### src/rtl/rom_scan_if.sv
// Bus bundle between a scan requester and rom_scan_reader, including the
// ROM address/data pair so the reader and its ROM share one connection.
//
//   slave  : rom_scan_reader side (takes requests, drives the ROM address)
//   master : requester/ROM side
//
// Optional checksum port exists only when ROM_SCAN_CKSUM_EN is defined.
interface rom_scan_if #(
    parameter int AW = 10,
    parameter int DW = 5
);
    logic          start;
    logic          dir;
    logic [AW-1:0] base_addr;
    logic [AW:0]   len;
    logic [AW-1:0] rom_addr;
    logic [DW-1:0] rom_data;
    logic          busy;
    logic [DW-1:0] data_out;
    logic          data_valid;
    logic          done;
`ifdef ROM_SCAN_CKSUM_EN
    logic [15:0]   checksum;
`endif

    modport slave (
`ifdef ROM_SCAN_CKSUM_EN
        output checksum,
`endif
        input  start, dir, base_addr, len, rom_data,
        output rom_addr, busy, data_out, data_valid, done
    );

    modport master (
`ifdef ROM_SCAN_CKSUM_EN
        input  checksum,
`endif
        output start, dir, base_addr, len, rom_data,
        input  rom_addr, busy, data_out, data_valid, done
    );
endinterface

### src/rtl/rom_scan_reader.sv
// rom_scan_reader: on a start pulse, walks a block of ROM addresses up or
// down, one address per cycle, and realigns the synchronous ROM read data
// with a valid strobe. Signals done one cycle after the last valid word.
//
// Ports
//   clk    : rising-edge clock, shared with the ROM
//   rst_n  : asynchronous active-low reset
//   bus    : rom_scan_if.slave (start/dir/base_addr/len request, rom_addr/
//            rom_data ROM pair, busy/data_out/data_valid/done results)
//
// Build option: define ROM_SCAN_CKSUM_EN to add a 16-bit running sum of the
// delivered words on bus.checksum.
//
// state | meaning
// ------+-------------------------------------------------------------
// IDLE  | waiting for start; rom_addr holds last issued address
// RUN   | one address issued per cycle until the count is exhausted
// DRAIN | waiting for the ROM read pipeline to empty
// FIN   | done pulse; start ignored; back to IDLE next cycle
module rom_scan_reader #(
    parameter int AW      = 10,
    parameter int DW      = 5,
    parameter int ROM_LAT = 1
) (
    input  logic        clk,
    input  logic        rst_n,
    rom_scan_if.slave   bus
);
    typedef enum logic [1:0] {S_IDLE, S_RUN, S_DRAIN, S_FIN} state_t;

    localparam logic [AW:0]   LEN_MAX = {1'b1, {AW{1'b0}}};
    localparam logic [AW:0]   REM_ONE = {{AW{1'b0}}, 1'b1};
    localparam logic [AW-1:0] ADDR_ONE = {{(AW-1){1'b0}}, 1'b1};

    state_t         state_q;
    logic           dir_q;
    logic [AW-1:0]  addr_q;
    logic [AW:0]    remain_q;
    logic [ROM_LAT:0] issue_q;   // bit 0: address on bus this cycle
    logic [DW-1:0]  data_q;
    logic           valid_q;
    logic           done_q;
    logic           busy_q;

    logic [AW:0]    len_clamped;
    logic [AW-1:0]  addr_next;

    assign len_clamped = (bus.len > LEN_MAX) ? LEN_MAX : bus.len;
    // Wraps naturally modulo 2**AW.
    assign addr_next   = dir_q ? (addr_q - ADDR_ONE) : (addr_q + ADDR_ONE);

    always_ff @(posedge clk or negedge rst_n) begin
        if (!rst_n) begin
            state_q  <= S_IDLE;
            dir_q    <= 1'b0;
            addr_q   <= '0;
            remain_q <= '0;
            issue_q  <= '0;
            data_q   <= '0;
            valid_q  <= 1'b0;
            done_q   <= 1'b0;
            busy_q   <= 1'b0;
        end else begin
            // Stage 0 defaults to idle; the FSM overrides it when issuing.
            issue_q <= {issue_q[ROM_LAT-1:0], 1'b0};
            valid_q <= issue_q[ROM_LAT];
            if (issue_q[ROM_LAT]) begin
                data_q <= bus.rom_data;
            end
            done_q <= 1'b0;

            case (state_q)
                S_IDLE: begin
                    if (bus.start) begin
                        dir_q  <= bus.dir;
                        busy_q <= 1'b1;
                        if (len_clamped == '0) begin
                            state_q <= S_FIN;
                            done_q  <= 1'b1;
                        end else begin
                            state_q    <= S_RUN;
                            addr_q     <= bus.base_addr;
                            issue_q[0] <= 1'b1;
                            remain_q   <= len_clamped;
                        end
                    end
                end
                S_RUN: begin
                    remain_q <= remain_q - REM_ONE;
                    if (remain_q == REM_ONE) begin
                        state_q <= S_DRAIN;
                    end else begin
                        addr_q     <= addr_next;
                        issue_q[0] <= 1'b1;
                    end
                end
                S_DRAIN: begin
                    // Empty pipeline coincides with the last valid word.
                    if (issue_q == '0) begin
                        state_q <= S_FIN;
                        done_q  <= 1'b1;
                    end
                end
                S_FIN: begin
                    state_q <= S_IDLE;
                    busy_q  <= 1'b0;
                end
                default: begin
                    state_q <= S_IDLE;
                    busy_q  <= 1'b0;
                end
            endcase
        end
    end

    assign bus.rom_addr   = addr_q;
    assign bus.busy       = busy_q;
    assign bus.data_out   = data_q;
    assign bus.data_valid = valid_q;
    assign bus.done       = done_q;

`ifdef ROM_SCAN_CKSUM_EN
    logic [15:0] cksum_q;

    always_ff @(posedge clk or negedge rst_n) begin
        if (!rst_n) begin
            cksum_q <= '0;
        end else if (state_q == S_IDLE && bus.start) begin
            cksum_q <= '0;
        end else if (valid_q) begin
            cksum_q <= cksum_q + {{(16-DW){1'b0}}, data_q};
        end
    end

    assign bus.checksum = cksum_q;
`endif
endmodule
### src/flat_wrapper.sv
// flat-port wrapper written by rule: the top's interface ports become plain ports
module rom_scan_reader_flat 
#(
    parameter int AW      = 10,
    parameter int DW      = 5,
    parameter int ROM_LAT = 1
)
  (clk, rst_n, bus_start, bus_dir, bus_base_addr, bus_len, bus_rom_data, bus_rom_addr, bus_busy, bus_data_out, bus_data_valid, bus_done);
  rom_scan_if #(.AW(AW), .DW(DW)) bus_i ();
  input  logic clk;
  input  logic rst_n;
  input wire logic [$bits(bus_i.start)-1:0] bus_start;
  input wire logic [$bits(bus_i.dir)-1:0] bus_dir;
  input wire logic [$bits(bus_i.base_addr)-1:0] bus_base_addr;
  input wire logic [$bits(bus_i.len)-1:0] bus_len;
  input wire logic [$bits(bus_i.rom_data)-1:0] bus_rom_data;
  output wire logic [$bits(bus_i.rom_addr)-1:0] bus_rom_addr;
  output wire logic [$bits(bus_i.busy)-1:0] bus_busy;
  output wire logic [$bits(bus_i.data_out)-1:0] bus_data_out;
  output wire logic [$bits(bus_i.data_valid)-1:0] bus_data_valid;
  output wire logic [$bits(bus_i.done)-1:0] bus_done;
  assign bus_i.start = bus_start;
  assign bus_i.dir = bus_dir;
  assign bus_i.base_addr = bus_base_addr;
  assign bus_i.len = bus_len;
  assign bus_i.rom_data = bus_rom_data;
  assign bus_rom_addr = bus_i.rom_addr;
  assign bus_busy = bus_i.busy;
  assign bus_data_out = bus_i.data_out;
  assign bus_data_valid = bus_i.data_valid;
  assign bus_done = bus_i.done;
  rom_scan_reader #(.AW(AW), .DW(DW), .ROM_LAT(ROM_LAT)) u_core (.clk(clk), .rst_n(rst_n), .bus(bus_i));
endmodule
### config.mk
export PLATFORM = sky130hd
export DESIGN_NAME = rom_scan_reader_flat
export DESIGN_NICKNAME = d
export VERILOG_FILES = /design/src/rtl/rom_scan_if.sv /design/src/rtl/rom_scan_reader.sv /design/src/flat_wrapper.sv
export SDC_FILE = /design/constraint.sdc
export NUM_CORES = 1
export LEC_CHECK = 0
export BUFFER_PORTS_ARGS = -buffer_cell sky130_fd_sc_hd__buf_2
export CAP_MARGIN = 20
export CORE_ASPECT_RATIO = 1.1
export CORE_MARGIN = 10
export CORE_UTILIZATION = 54
export CTS_CLUSTER_DIAMETER = 40
export DETAILED_ROUTE_END_ITERATION = 10
export GPL_TIMING_DRIVEN = 0
export PLACE_DENSITY = 0.79
export SYNTH_ARGS = -nofsm -noshare
export SYNTH_HDL_FRONTEND = slang
export SYNTH_SLANG_ARGS = --single-unit
### constraint.sdc
create_clock -name clk -period 2.8 [get_ports clk]
set_clock_uncertainty 0.2 [all_clocks]
set_input_delay 0.28 -clock clk [delete_from_list [all_inputs] [get_ports clk]]
set_output_delay 0.28 -clock clk [all_outputs]
set_load 0.02 [all_outputs]
==> flow_results.org <==
** Die
- The floorplan has 24 rows.
- From bottom edge to top edge, the die measures approximately 87 um.
- For this design the top-level I/O count stands at 48.
- Measured along the x axis, the die boundary spans 81.1 um.
- Floorplan die area :: 7070 um^2
- The core region is 3960 um^2.
- Initial core utilization :: between 50% and 60%

** Worst setup path
- For the worst setup path, the data arrival time is around 2.6 ns.
- STA classifies the critical path endpoint as a flop.
- For this run, the slowest stage of the critical path takes 0.57 ns.
- Endpoint of the worst-slack reg-to-reg timing path :: u_core.bus.rom_addr[7]
- Worst-path cell with the longest stage delay :: dfrtp_1
- Required time at the worst-slack endpoint :: ~2.8 ns
- Cells along the critical path :: ha_1 > a211oi_1 > o21bai_1 > a2111oi_0 > nor3_1 > xnor2_1 > o21ai_0
- Along the worst path, the maximum fanout reaches 11.
- Measured in cells, the most critical reg-to-reg path has a length of 7.
- For flop-to-flop paths, the worst setup slack is 0.27 ns.
- The worst setup path is of the reg -> reg kind.
- In this run the critical register-to-register path is launched from u_core.dir_q.
- Crit path launch type :: flop

** Clocking
- Post-CTS setup repair buffer count :: 0
- Max Buffers Root-to-Sink :: 2
- Number of buffers created by CTS :: 5
- TritonCTS built the clock tree.
- The clock reaches the later pin of the worst-skew pair after 0.29 ns.
- Total number of clock tree sinks :: 34
- The H-tree was split into 2 levels.
- The cell sitting at the root of the clock tree is a clkbuf_8.
- After clock tree synthesis, the clock-pin slew on the worst setup and hold paths is 0.08 ns.

** Synthesis
- After synthesis, the mean cell area works out to about 9 um^2.
- The synthesized design contains 34 register bits.
- For this run, the leading register cell type out of synthesis is dfrtp_1.
- The share of the Yosys chip area taken by registers is 38.4%.
- Number of nets produced by synthesis :: 285
- Synthesis handed over a netlist of 240 instances.
- Synthesized cell area :: 2220 um^2
- Post-synthesis cell type count :: 47
- Count of flip-flops with a built-in enable after synthesis :: 0
- Share of async-settable or async-resettable flops after synthesis :: 100%
- The Yosys step of the flow raised 0 warnings.

** Timing
- At the pin with the least slew margin, the transition time is around 0.79 ns.
- Once routing completed, OpenROAD measured the worst setup slack at roughly 0.27 ns.
- Hold violation total from the final report :: 0
- Maximum operating frequency :: 0.395 GHz
- Total negative setup slack :: 0 ns
- The number of max-slew violations in the final report is 0.
- Setup repair after global routing left no endpoint under its margin.
- Post-route clock period utilization :: 90.5%
- Counting I/O delays and the setup requirement, the final critical path takes 2.53 ns.
- Relative max-transition margin :: 47.3%
- Setup violations remaining at the end of the flow were counted as 0.

** Power
- In this run the power density over the cells is between 1000 and 1500 nW/um^2.
- Combinational cells account for approximately three fifths of the total power.
- Summed over all cells, the static leakage comes to 1.21 nW.
- Share of power burned in registers :: 26.0%
- Switch Pwr :: roughly 1.7 mW
- P_int :: about 2.0 mW
- VDD sags by at most 752 uV.
- Proportion of total power due to net switching :: 46.2%
- Of the total power, the clock network draws 15.2%.

** Job
- Across the run, the number of max-cap violations was 0.

** Cells and area
- The repair_antennas step left the layout with diodes totalling 0.
- Of the cells placed in the final design, the portion with a size suffix greater than 1 is 26.4%.
- At the end of the flow, the number of nets in the layout was 340.
- For this run, the share of the core covered by cells in the final layout is 67.3%.
- Number of standard cells in the final layout excluding fillers :: between 300 and 400
- Area added between synthesis and finish :: 20.2%

** Detailed routing
- Wires add up to 5690 um.
- The final route contains between 2k and 2.5k vias.
- After the first detailed-routing iteration, the DRC count stood at 205.
- Number of search-and-repair iterations in the first detailed-routing pass :: 4
- Average wire per standard cell :: roughly 16 um
- Via density per instance :: 5.90
- Detail Route Antenna Nets :: 0
- For this run, design rule violations remaining after detail routing come to 0.

** Worst hold path
- The path class of the tightest hold or removal check is in -> reg.
- WHS Path Cells :: 2
- The startpoint identified for the worst hold timing path is bus_rom_data[3].
- Sink of the worst hold path :: u_core.bus.data_out[3]

** Global route
- Via count of the first global-routing pass :: 2,037
- The number of antenna violations at the first check in global routing was 0.
- Global-route wire length before repair :: just over 9000 um
- In the global route stage, overall resource usage came out at 16.5%.
- Gr ovfl total :: 0
- Pin count of the biggest net entering global routing :: 35

** Place
- Once placement completed, the tool counted placed cells totaling between 300 and 400.
- At the end of routability-driven placement, the weighted congestion stood at about 0.9.
- Port buffering added between 40 and 50 buffers.
- Summed over all nets, the half-perimeter wirelength after detailed placement is 4200 um.
- Setup slack after placement :: 0.274 ns

** Status
- The flow ran to the end, and the final reports show no timing, DRC or antenna violations.
## power groups by stage
| stage | clock network, mW | logic (mW) | registers, mW |
|---|---|---|---|
| finish | 0.553 | 2.14 | 0.944 |
| global route | 0.584 | 2.40 | 0.976 |
| CTS | 0.559 | 2.14 | 0.939 |
| detailed placement | 0 | 2.12 | 0.947 |
| global placement | 0 | 2.06 | 0.937 |
| floorplan | 0 | 1.45 | 1.06 |
## cell families after synthesis
kind of cell,Yosys count,synth area share (%)
DFF,34,38.4
muxes,12,5.81
AOI/OAI and AO/OA,83,24.4
buffers and inverters,22,4.17
and+or+nand+nor,70,16.9
adders and majority gates,15,8.80
xor gates and xnor gates,4,1.58
## cells in the mapped netlist, drive strengths merged, types with 2 or more instances
library cell | count | area share [%]
a211oi | 4 | 1.4
a21o | 2 | 0.68
a21oi | 22 | 5.0
a22oi | 2 | 0.68
a31oi | 5 | 1.4
a32oi | 3 | 1.2
and3 | 2 | 0.56
buf | 4 | 1.1
clkbuf | 5 | 0.85
dfrtp | 34 | 38
ha | 14 | 7.9
inv | 13 | 2.2
mux2 | 7 | 3.6
mux2i | 5 | 2.3
nand2 | 17 | 3.0
nand3 | 2 | 0.45
nor2 | 22 | 4.2
nor2b | 5 | 1.4
nor3 | 6 | 1.4
nor3b | 4 | 1.4
nor4 | 4 | 2.3
o21ai | 30 | 7.3
o21bai | 2 | 0.68
o22a | 3 | 1.2
or2 | 2 | 0.56
or3 | 3 | 0.85
xnor2 | 3 | 1.2
## area by class of cell
cell class                      count  area, um^2
Tap cell                           52        65.1
Clock buffer                        5        68.8
Sequential cell                    34         851
Inverter                           13        48.8
Buffer                              9        43.8
Clock inverter                      3        68.8
Timing Repair Buffer               48         245
Multi-Input combinational cell    184        1270
Fill cell                         362        1300
## through the flow
stage / hold WS, ns / instance area, um^2 / total power [mW]
after floorplan: -0.216 / 2220 / 2.51
after global placement: 0.155 / 2520 / 3.00
after detailed placement: 0.164 / 2520 / 3.06
after CTS: 0.0115 / 2670 / 3.64
after global routing: 0.0118 / 2670 / 3.96
final: 0.0137 / 2670 / 3.63
## layout by cell type (no fill, tap or decap), types with 3 or more instances in the layout
cell type,n
buf_2,49
dfrtp_1,34
o21ai_0,29
a21oi_1,22
nor2_1,20
nand2_1,16
ha_1,14
inv_1,13
mux2_2,7
nor3_1,6
clkbuf_1,5
nor2b_1,5
a31oi_1,5
mux2i_1,5
clkbuf_8,5
nor4_2,4
nor3b_1,4
a211oi_1,4
xnor2_1,3
or3_1,3
a32oi_1,3
o22a_1,3
## sequential cells by signal (all words and copies together), names as in the netlist
register               cells
u_core.bus.busy            1
u_core.bus.data_out        5
u_core.bus.data_valid      1
u_core.bus.done            1
u_core.bus.rom_addr       10
u_core.dir_q               1
u_core.issue_q             2
u_core.remain_q           11
u_core.state_q             2
## layer usage
layer / wire length, um / global-route usage (%)
met3: 376 / 4.86
met1: 2480 / 20.0
met2: 2760 / 27.5
met5: 0 / 0
met4: 78 / 5.04
## worst max-delay path: cells and delay by family (launching register included)
kind | cells | cell delay, ns
adders and majority gates | 1 | 0.33
DFF | 1 | 0.57
and+or+nand+nor | 1 | 0.11
AOI/OAI and AO/OA | 4 | 1.11
xor gates and xnor gates | 1 | 0.14
## repair_timing
action,4_1_cts,5_1_grt
hold buffers,1,0
endpoints found under the hold margin,34,0
resized for setup,0,0
## worst max path at each step
stage,startpoint,to,slack [ns]
global placement,u_core.dir_q,u_core.bus.rom_addr[7],0.29
finish,u_core.dir_q,u_core.bus.rom_addr[7],0.27
floorplan,u_core.dir_q,u_core.bus.rom_addr[9],0.51
detailed placement,u_core.dir_q,u_core.bus.rom_addr[7],0.27
global route,u_core.dir_q,u_core.bus.rom_addr[7],0.03
CTS,u_core.dir_q,u_core.bus.rom_addr[7],0.23
(Power assumes the default switching activity.)
